## src/rtl/nibble_serial_cla_adder.sv

```systemverilog
// -----------------------------------------------------------------------------
// nibble_serial_cla_adder
//
// Multi-cycle wide adder. Operands of W = 4*NIBBLES bits are accepted through
// a valid/ready handshake, then added one nibble per clock through a 4-bit
// carry look-ahead slice with the inter-nibble carry held in a register. The
// assembled sum, carry-out and signed-overflow flag are offered through a
// second valid/ready handshake.
//
// Ports:
//   clk        rising-edge clock
//   rst_n      asynchronous active-low reset
//   in_valid   operands presented
//   in_ready   block can accept operands (IDLE)
//   a, b       W-bit operands
//   c_in       carry into bit 0
//   out_valid  result available (DONE)
//   out_ready  consumer takes result
//   sum        registered sum, a + b + c_in mod 2^W
//   c_out      carry out of bit W-1
//   ovf        signed overflow (carry into MSB xor carry out of MSB)
// -----------------------------------------------------------------------------

// 4-bit carry look-ahead slice: flat look-ahead equations, no internal ripple.
module cla4 (
    input  logic [3:0] a,
    input  logic [3:0] b,
    input  logic       c0,
    output logic [3:0] s,
    output logic       c3,
    output logic       c4
);
    logic [3:0] g;
    logic [3:0] p;
    logic       c1;
    logic       c2;

    genvar gi;
    generate
        for (gi = 0; gi < 4; gi++) begin : g_gp
            assign g[gi] = a[gi] & b[gi];
            assign p[gi] = a[gi] ^ b[gi];
        end
    endgenerate

    assign c1 = g[0] | (p[0] & c0);
    assign c2 = g[1] | (p[1] & g[0]) | (p[1] & p[0] & c0);
    assign c3 = g[2] | (p[2] & g[1]) | (p[2] & p[1] & g[0])
              | (p[2] & p[1] & p[0] & c0);
    assign c4 = g[3] | (p[3] & g[2]) | (p[3] & p[2] & g[1])
              | (p[3] & p[2] & p[1] & g[0]) | (p[3] & p[2] & p[1] & p[0] & c0);

    assign s = p ^ {c3, c2, c1, c0};
endmodule

module nibble_serial_cla_adder #(
    parameter int NIBBLES = 4
) (
    input  logic                 clk,
    input  logic                 rst_n,
    input  logic                 in_valid,
    output logic                 in_ready,
    input  logic [4*NIBBLES-1:0] a,
    input  logic [4*NIBBLES-1:0] b,
    input  logic                 c_in,
    output logic                 out_valid,
    input  logic                 out_ready,
    output logic [4*NIBBLES-1:0] sum,
    output logic                 c_out,
    output logic                 ovf
);
    localparam int W  = 4 * NIBBLES;
    localparam int IW = (NIBBLES > 1) ? $clog2(NIBBLES) : 1;

    localparam logic [1:0] ST_IDLE = 2'd0;
    localparam logic [1:0] ST_ADD  = 2'd1;
    localparam logic [1:0] ST_DONE = 2'd2;

    logic [1:0]    state_q, state_d;
    logic [IW-1:0] idx_q, idx_d;
    logic          carry_q, carry_d;
    logic [W-1:0]  a_q, a_d;
    logic [W-1:0]  b_q, b_d;
    logic [W-1:0]  sum_q, sum_d;
    logic          c_out_q, c_out_d;
    logic          ovf_q, ovf_d;

    // Nibble views of the latched operands, selected by the running index.
    logic [3:0] a_nibs [NIBBLES];
    logic [3:0] b_nibs [NIBBLES];

    genvar gi;
    generate
        for (gi = 0; gi < NIBBLES; gi++) begin : g_nib
            assign a_nibs[gi] = a_q[4*gi +: 4];
            assign b_nibs[gi] = b_q[4*gi +: 4];
        end
    endgenerate

    logic [3:0] nib_a;
    logic [3:0] nib_b;
    logic [3:0] nib_s;
    logic       nib_c3;
    logic       nib_c4;
    logic       last_nib;

    assign nib_a    = a_nibs[idx_q];
    assign nib_b    = b_nibs[idx_q];
    assign last_nib = (idx_q == IW'(NIBBLES - 1));

    cla4 u_cla4 (
        .a  (nib_a),
        .b  (nib_b),
        .c0 (carry_q),
        .s  (nib_s),
        .c3 (nib_c3),
        .c4 (nib_c4)
    );

    always_comb begin
        state_d = state_q;
        idx_d   = idx_q;
        carry_d = carry_q;
        a_d     = a_q;
        b_d     = b_q;
        sum_d   = sum_q;
        c_out_d = c_out_q;
        ovf_d   = ovf_q;
        case (state_q)
            ST_IDLE: begin
                if (in_valid) begin
                    a_d     = a;
                    b_d     = b;
                    carry_d = c_in;
                    idx_d   = '0;
                    state_d = ST_ADD;
                end
            end
            ST_ADD: begin
                for (int k = 0; k < NIBBLES; k++) begin
                    if (idx_q == IW'(k)) begin
                        sum_d[4*k +: 4] = nib_s;
                    end
                end
                carry_d = nib_c4;
                if (last_nib) begin
                    // Carry into the MSB is the slice's c3 on the top nibble.
                    c_out_d = nib_c4;
                    ovf_d   = nib_c3 ^ nib_c4;
                    state_d = ST_DONE;
                end else begin
                    idx_d = idx_q + 1'b1;
                end
            end
            ST_DONE: begin
                if (out_ready) begin
                    state_d = ST_IDLE;
                end
            end
            default: state_d = ST_IDLE;
        endcase
    end

    always_ff @(posedge clk or negedge rst_n) begin
        if (!rst_n) begin
            state_q <= ST_IDLE;
            idx_q   <= '0;
            carry_q <= 1'b0;
            a_q     <= '0;
            b_q     <= '0;
            sum_q   <= '0;
            c_out_q <= 1'b0;
            ovf_q   <= 1'b0;
        end else begin
            state_q <= state_d;
            idx_q   <= idx_d;
            carry_q <= carry_d;
            a_q     <= a_d;
            b_q     <= b_d;
            sum_q   <= sum_d;
            c_out_q <= c_out_d;
            ovf_q   <= ovf_d;
        end
    end

    // Handshake outputs come straight from the state register.
    assign in_ready  = (state_q == ST_IDLE);
    assign out_valid = (state_q == ST_DONE);
    assign sum       = sum_q;
    assign c_out     = c_out_q;
    assign ovf       = ovf_q;
endmodule

```

## config.mk

```make
export PLATFORM = sky130hd
export DESIGN_NAME = nibble_serial_cla_adder
export DESIGN_NICKNAME = d
export VERILOG_FILES = /design/src/rtl/nibble_serial_cla_adder.sv
export SDC_FILE = /design/constraint.sdc
export NUM_CORES = 1
export LEC_CHECK = 0
export BUFFER_PORTS_ARGS = -buffer_cell sky130_fd_sc_hd__buf_2
export CAP_MARGIN = 20
export CORE_UTILIZATION = 54
export DETAILED_ROUTE_END_ITERATION = 8
export GPL_TIMING_DRIVEN = 0
export PLACE_DENSITY = 0.79
export SLEW_MARGIN = 20
export SYNTH_ARGS = -nofsm -noshare
export SYNTH_HDL_FRONTEND = slang
export SYNTH_SLANG_ARGS = --single-unit
```

## constraint.sdc

```tcl
create_clock -name clk -period 3.25 [get_ports clk]
set_clock_uncertainty 0.2 [all_clocks]
set_input_delay 0.1625 -clock clk [delete_from_list [all_inputs] [get_ports clk]]
set_output_delay 0.1625 -clock clk [all_outputs]
set_load 0.005 [all_outputs]
```

# --- Yosys cells after proc, flatten, opt, wreduce, memory -nomap -nowiden ---
# Index checks and enable logic that the tools add are counted.
word_totals:
  regBits: 55
  wordCells: 85
  out_inout_bits: 20
  input_bits: 37
op_classes:
  addsub: 1
  n_lt_le_gt_ge: 1
  n_reduce_logical: 11
  n_eq_ne: 9
  n_bitwise: 37
  mux: 15
ops:
  columns: ["cell", "count"]
  rows:
  - ["$and A1 B1 Y1", 20]
  - ["$bmux W4 S2", 2]
  - ["$mux W4", 4]
  - ["$reduce_and A2 Y1", 6]
  - ["$mux W2", 5]
  - ["$or A1 B1 Y1", 10]
  - ["$eq A2 B2 Y1 const B", 3]
  - ["$ne A2 B2 Y1 const B", 3]
  - ["$pmux W2 S3", 1]
  - ["$reduce_and A3 Y1", 2]
  - ["$xor A1 B1 Y1", 5]
  - ["$eq A2 B1 Y1 const B", 2]
  - ["$logic_not A2 Y1", 2]
  - ["$pmux W2 S2", 1]
  - ["$xor A4 B4 Y4", 1]
  - ["$ge A3 B3 Y1 const B", 1]
  - ["$not A2 Y3", 1]
  - ["$add A2 B1 Y2 const B", 1]
  - ["$ne A2 B1 Y1 const B", 1]
  - ["$pmux W1 S2", 1]
  - ["$reduce_bool A2 Y1", 1]
  - ["$mux W1", 1]

# --- Longest topological paths before layout ---
# Gate-level depths: netlist (run 1).
depth:
  depth_word: 11
  depth_mapped: 7
  mapped_depth_nobuf: 6

# --- Modules after synthesis ---
# Synthesis (run 1) repeated with hierarchy kept, for this count alone.
hier_totals:
  hier_cells: 169
  area_unflattened_um2: 2566.2
by_module_without_submodules:
  columns: ["module", "area_each_um2", "instances", "cells_per_inst", "seq_area_each_um2"]
  rows:
  - ["nibble_serial_cla_adder", 2411.1, 1, 151, 1376.3]
  - ["cla4", 155.1, 1, 18, 0.0]

# --- Worst setup path after synthesis (run 1) ---
# Ideal clock, no wire load.
synth_path:
  path_type: "flip-flop to flip-flop"
  startpoint: "register idx_q[0]"
  endpoint: "register sum_q[11], in the netlist sum[11]"
  t_arrival_ps: 2137
  required_time_ps: 2920
  synth_period_minus_slack_ps: 2467
  path_stages_with_launch: 8
  setup_time_ps: 130
  path_slack_ps: 783
  n_path_buf: 1
  cell_sequence: "dfrtp_1 > buf_4 > mux4_2 > ha_1 > a211oi_1 > o21bai_1 > xnor2_1 > o21ai_0"
synth_between:
  elab_chain_len: 10
  elab_cells_between_ends: 25
  cone_classes: "eq/ne (1); mux (6); bitwise (17); reduce/logical (1)"
synth_rtl:
  columns: ["element", "line_no", "text"]
  rows:
  - ["start, declared", "80", "logic [IW-1:0] idx_q, idx_d;"]
  - ["start signal, assigned", "176", "idx_q <= idx_d;"]
  - ["$not A2 Y3 (not written as such)", "107, 108", null]
  - ["$bmux W4 S2, on equally long branches", "107, 108", null]
  - ["$mux W4, on equally long branches (2 in a row)", "107, 108", null]
  - ["$xor A1 B1 Y1 / $and A1 B1 Y1 (equally long branches)", "42, 41", null]
  - ["$and A1 B1 Y1, on equally long branches", "48, 49", null]
  - ["$or A1 B1 Y1, or another cell as far along", "48", "assign c3 = g[2] | (p[2] & g[1]) | (p[2] & p[1] & g[0])"]
  - ["$or A1 B1 Y1 / $and A1 B1 Y1 (equally long branches)", "48, 49", null]
  - ["$or A1 B1 Y1", "49", "| (p[2] & p[1] & p[0] & c0);"]
  - ["$xor A4 B4 Y4", "53", "assign s = p ^ {c3, c2, c1, c0};"]
  - ["end signal, assigned", "180", "sum_q <= sum_d;"]
  - ["end, declared", "84", "logic [W-1:0] sum_q, sum_d;"]
# Several ways; a longest one is shown, not always the timed one. The select of a mux whose other input is x is not followed.
# A chain may end at the register's enable or synchronous reset.

# --- Worst setup path in the final report (run 1) ---
layout_path:
  startpoint: "register idx_q[0]"
  endpoint: "register sum_q[3], in the netlist sum[3]"
# Same word-level chain as after synthesis.

==> results of run 1 <==
==> per-layer routing <==
metal	GRT usage [%]	part of all wire [%]	vias to the layer above	wire, um
li1	-	-	850	-
met1	30.3	46	850	2400
met2	37.1	48	50	2490
met3	5.00	3.3	11	171
met4	9.59	2.2	0	114
met5	0	0	-	0
==> synthesized netlist by cell type, drive strengths merged <==
cell type  count  area (um^2)
dfrtp         55         1380
mux2          33          484
nand2         23         86.3
o21ai         20          100
buf            8         96.3
ha             8          100
inv            8         30.0
mux4           8          180
nor2           6         25.0
a22o           3         26.3
a21oi          2         10.0
a31oi          2         12.5
mux2i          2         20.0
o21bai         2         15.0
xnor2          2         17.5
a211oi         1         7.51
and2           1         8.76
and2b          1         7.51
fa             1         20.0
or2b           1         7.51
xor2           1         8.76
==> how the worst max path moves through the flow <==
stage	from	end	slack (ns)	depth (start not counted)
6_report	idx_q[0]	sum[3]	0.49	7
5_1_grt	idx_q[0]	sum[7]	0.30	7
4_1_cts	idx_q[0]	sum[11]	0.47	7
3_5_place_dp	idx_q[0]	sum[11]	0.49	7
3_3_place_gp	idx_q[0]	sum[7]	0.53	7
2_1_floorplan	idx_q[0]	sum[11]	0.78	7
==> worst max-delay path: cells and delay by family (launching register included) <==
| family | cells | cell delay, ns |
|---|---|---|
| compound gates | 3 | 0.62 |
| xor+xnor | 1 | 0.34 |
| fa+ha+maj | 1 | 0.30 |
| buf+inv | 1 | 0.24 |
| flops | 1 | 0.39 |
| mux | 1 | 0.54 |
==> cells by family (layout without fill, tap and decap cells) <==
group | Yosys count | after routing | synth area share [%]
simple gates | 32 | 32 | 5.12
compound gates | 30 | 30 | 6.49
buf+inv | 16 | 115 | 4.79
fa+ha+maj | 9 | 9 | 4.55
mux | 43 | 43 | 25.9
flops | 55 | 55 | 52.1
xor+xnor | 3 | 3 | 0.995
==> metrics by stage <==
stage / area (um^2) / hold WS, ns / std cells
after global placement: 3000 / 0.161 / 311
after detailed placement: 3010 / 0.0439 / 311
after floorplan: 2640 / -0.333 / 188
final: 3460 / 0.00363 / 354
after global routing: 3460 / 0.0219 / 354
after CTS: 3460 / 0.00448 / 354
==> final cells by class <==
| class | count | share of cell area, % |
|---|---|---|
| timing repair buffer | 91 | 18.3 |
| clock buffer | 7 | 2.78 |
| inverter | 8 | 0.868 |
| sequential | 55 | 39.8 |
| tap | 67 | 2.42 |
| clock inverter | 1 | 0.217 |
| buffer | 8 | 2.78 |
| multi-input combinational | 117 | 32.9 |
==> what timing repair did <==
action,in CTS,in global routing
hold buffers,35,0
setup buffers,0,0
hold endpoints to repair,89,0
==> sequential cells by signal, indices dropped and copies added, names as in the netlist <==
register and cells:
carry_q 1, a_q 16, c_out 1, state_q 2, b_q 16, idx_q 2
sum 16, ovf 1
==> power by group through the flow <==
stage          Sequential [mW]  Clock [mW]  Combinational (mW)
6_report                  1.23       0.412                1.96
3_5_place_dp              1.24           0                1.94
4_1_cts                   1.23       0.421                1.98
3_3_place_gp              1.23           0                1.87
5_1_grt                   1.27       0.453                2.18
2_1_floorplan             1.20           0                1.49
==> impl_metrics.json, run 1 <==
{
  "core_area_um2": 4720,
  "drt-initial-drc-count": 61,
  "route.vias.total": 1761,
  "diodes": 0,
  "ys_seq_elements": 55,
  "mostFrequentLayoutCells": "57 x buf_2, 55 x dfrtp_1, 35 x dlygate4sd3_1, 30 x mux2_4, 23 x nand2_1",
  "min-delay-start": "c_in",
  "setup-violations-final": 0,
  "endpoint_kind": "flip-flop",
  "clockRootBuffer": "clkbuf_8",
  "row_count": 25,
  "synth_warnings": 0,
  "syn_nets": 234,
  "regArea_um2": 1380,
  "power_density_nw_per_um2": 1040,
  "die_h_um": 71.9,
  "irDropWorstVdd_mv": 0.499,
  "total_power_mw": 3.61,
  "cts_tree": "yes",
  "synth_cell_types": 27,
  "via_per_inst": 4.97,
  "arrival_ns": 2.75,
  "hold_viol": 0,
  "drc": 0,
  "max_stage_delay_ns": 0.54,
  "dpl.hpwl_um": 3440,
  "grt.total_usage_pct": 22.9,
  "fp.dieW_um": 71.9,
  "p_sw_share_pct": 37.1,
  "r2r_setup_slack_ns": 0.49,
  "setup.worst_path.class": "flip-flop to flip-flop",
  "status": "finished clean",
  "cts_sinks": 55,
  "p_int_mw": 2.27,
  "min_path_type": "input port to flip-flop",
  "min_delay_path_depth": 4,
  "start_util_pct": 55.9,
  "cts_resized": 0,
  "grt_max_degree": 56,
  "tns_ns": 0,
  "clkLatencyLatePin_ns": 0.31,
  "layout_commonest_cell": "buf_2",
  "period_share_pct": 85.0,
  "p_switching_mw": 1.34,
  "first_pass_iters": 5,
  "post-place-ws_ns": 0.489,
  "grt_pass1_vias": 1785,
  "max_clock_freq_mhz": 362,
  "grt_setup_unrepaired": "no",
  "overflow": 0,
  "ios": 57,
  "area_growth_pct": 31.1,
  "grt_pass1_wl_um": 8680,
  "ctsLongestPathBuffers": 2,
  "cts_inserted_buffers": 5,
  "synthCells": 188,
  "syn_area_um2": 2640,
  "ys_seq_area_share_pct": 52.1,
  "nFillCells": 323,
  "post-route-min-period_ns": 2.76,
  "critPathLaunchType": "flip-flop",
  "crit_chain": "buf_4, mux4_2, ha_1, a211oi_1, o21bai_1, xnor2_1, o21ai_0",
  "die-area_um2": 5170,
  "port_buffers": 56,
  "worstMarginPinSlew_ns": 0.672,
  "wl_um": 5180,
  "maxSlewHeadroom_pct": 55.2,
  "p_leak_nw": 1.67,
  "multi_input_area_um2": 1140,
  "drv_cap": 0,
  "crit_fanout": 10,
  "clk_pin_slew_ns": 0.09,
  "drive_gt1_share_pct": 40.1,
  "place.gp.congestion": 0.779,
  "setup_slack_ns": 0.486,
  "post-route-util_pct": 73.3,
  "htree_levels": 2,
  "power_frac_seq_pct": 34.2,
  "r2r_start": "idx_q[0]",
  "fin_nets": 332,
  "cp_slowest_cell": "mux4_2",
  "maxSlewViolCount": 0,
  "synth.avg_cell_area_um2": 14.0,
  "grt_antenna_before_repair": 0,
  "power_frac_comb_pct": 54.4,
  "power_frac_clock_pct": 11.4,
  "r2r-end": "sum[3]",
  "cp.required_ns": 3.23,
  "wl_per_cell_um": 14.6,
  "drtAntennaViolNets": 0,
  "holdPathEnd": "carry_q",
  "rr_worst_depth": 7
}
No activity file was read; power rests on OpenSTA's default activity.
==> inputs of run 2 (changes only) <==
--- a/config.mk
+++ b/config.mk
@@ -7,10 +7,9 @@
 export LEC_CHECK = 0
 export BUFFER_PORTS_ARGS = -buffer_cell sky130_fd_sc_hd__buf_2
 export CAP_MARGIN = 20
-export CORE_UTILIZATION = 54
+export CORE_UTILIZATION = 29
 export DETAILED_ROUTE_END_ITERATION = 8
 export GPL_TIMING_DRIVEN = 0
-export PLACE_DENSITY = 0.79
 export SLEW_MARGIN = 20
 export SYNTH_ARGS = -nofsm -noshare
 export SYNTH_HDL_FRONTEND = slang
==> run 2 against run 1 <==
  * Die area increased by 83%
  * Clock power decreased by 8.5%
  * Register-to-register slack got worse by 0.06 ns
  * Final cell count increased by 12%
  * First-iteration DRC count decreased by 39%
  * Fmax decreased by 2.1%
  * Count of clock-buffer cells in the layout decreased by 2
  * Flip-flop and latch count unchanged
  * Hold slack improved by 0.014 ns
  * Worst setup slack got worse by 0.061 ns
  * Via count decreased by 1.9%
  * Critical endpoint is now sum[7]
  * Largest cell class unchanged
  * Highest routed layer unchanged
==> impl_metrics.json, run 2 (synthesized netlist as in run 1, its figures left out) <==
{
  "tns_ns": 0,
  "maxSlewViolCount": 0,
  "setup.worst_path.class": "flip-flop to flip-flop",
  "post-route-min-period_ns": 2.82,
  "ctsLongestPathBuffers": 2,
  "holdWs_ns": 0.0180,
  "ios": 57,
  "clk_pin_slew_ns": 0.10,
  "overflow": 0,
  "p_leak_nw": 1.66,
  "wl_um": 5400,
  "die-area_um2": 9490,
  "design_area_um2": 3500,
  "layout_commonest_cell": "buf_2",
  "max_clock_freq_mhz": 354,
  "power_density_nw_per_um2": 1030,
  "area_growth_pct": 32.5,
  "drtAntennaViolNets": 0,
  "period_share_pct": 86.9,
  "arrival_ns": 2.80,
  "cts_sinks": 55,
  "cts_inserted_buffers": 5,
  "setup-violations-final": 0,
  "postPlaceCellArea_um2": 3060,
  "drt-initial-drc-count": 37,
  "port_buffers": 56,
  "grt_pass1_wl_um": 9070,
  "status": "finished clean",
  "route.vias.total": 1727,
  "grt.total_usage_pct": 12.1,
  "min_path_type": "input port to flip-flop",
  "endpoint_kind": "flip-flop",
  "diodes": 0,
  "wl_per_cell_um": 13.7,
  "maxSlewHeadroom_pct": 53.9,
  "critPathLaunchType": "flip-flop",
  "grt_pass1_vias": 1805,
  "htree_levels": 2,
  "hold_viol": 0,
  "fin_nets": 332,
  "fp.dieW_um": 97.4,
  "drv_cap": 0,
  "row_count": 34,
  "start_util_pct": 30.1,
  "worstMarginPinSlew_ns": 0.692,
  "first_pass_iters": 4,
  "dpl.hpwl_um": 3740,
  "die_h_um": 97.4,
  "grt_antenna_before_repair": 0,
  "cp.required_ns": 3.23,
  "via_per_inst": 4.37,
  "clkLatencyLatePin_ns": 0.30,
  "cts_tree": "yes",
  "drc": 0,
  "mostFrequentLayoutCells": "57 x buf_2, 55 x dfrtp_1, 35 x dlygate4sd3_1, 30 x mux2_4, 23 x nand2_1",
  "grt_max_degree": 56,
  "clockRootBuffer": "clkbuf_8",
  "grt_setup_unrepaired": "no",
  "post-route-util_pct": 39.9,
  "drive_gt1_share_pct": 40.1,
  "core_area_um2": 8760,
  "place.gp.congestion": 0.701,
  "crit_fanout": 10,
  "irDropWorstVdd_mv": 0.442
}
-- run 2: cell count changes in the layout (fill, tap and decap cells not counted), sizes merged --
cell | previous run | this run
clkinvlp | 1 | 2
clkbuf | 7 | 5
clkinv | 0 | 1
-- run 2: power by group --
part | switching (mW) | leakage [nW] | total, mW | internal [mW]
logic | 0.963 | 0.954 | 2.00 | 1.04
clock network | 0.226 | 0.0402 | 0.377 | 0.151
registers | 0.192 | 0.663 | 1.23 | 1.04
total | 1.38 | 1.66 | 3.61 | 2.23
-- run 2: area by class of cell --
type	instances	area (um^2)
inverter	8	30.0
tap	108	135
fill	855	5270
buffer	8	96.3
timing repair buffer	91	633
clock buffer	5	68.8
multi-input combinational	117	1140
sequential	55	1380
clock inverter	3	20.0
-- run 2: worst max-delay path, cell delays in order (launching register included) --
cell and delay (ns):
dfrtp_1 0.39, buf_4 0.25, mux4_2 0.55, ha_1 0.30, a211oi_1 0.29, o21bai_1 0.19
xnor2_1 0.37, o21ai_0 0.14
-- run 2: timing repair --
item | in CTS | in global routing
hold buffers | 35 | 0
resized for setup | 0 | 0
hold endpoints to repair | 89 | 0
setup buffers | 0 | 0
-- run 2: path summary, 6_finish.rpt --
check / start / end / slack [ns] / cells after the start
min in group asynchronous: rst_n / idx_q[1] / 0.23 / 2
setup reg to reg: idx_q[0] / sum[7] / 0.43 / 7
setup / recovery: idx_q[0] / sum[7] / 0.43 / 7
max in group asynchronous: rst_n / b_q[13] / 2.15 / 2
hold / removal: c_in / carry_q / 0.02 / 4
hold reg to reg: sum[11] / sum[11] / 0.28 / 2
-- run 2: through the flow --
step           total power [mW]  cells  worst slack, ns
2_1_floorplan              2.68    188            0.783
3_3_place_gp               3.19    352            0.446
3_5_place_dp               3.25    352            0.375
4_1_cts                    3.67    395            0.360
5_1_grt                    3.93    395            0.232
6_report                   3.61    395            0.426
-- run 2: per-layer routing --
layer | routed length, um | up-vias | track usage, %
met2 | 2560 | 40 | 20.4
met3 | 189 | 5 | 2.88
li1 | - | 851 | -
met1 | 2630 | 831 | 16.0
met5 | 0 | - | 0
met4 | 25 | 0 | 2.04
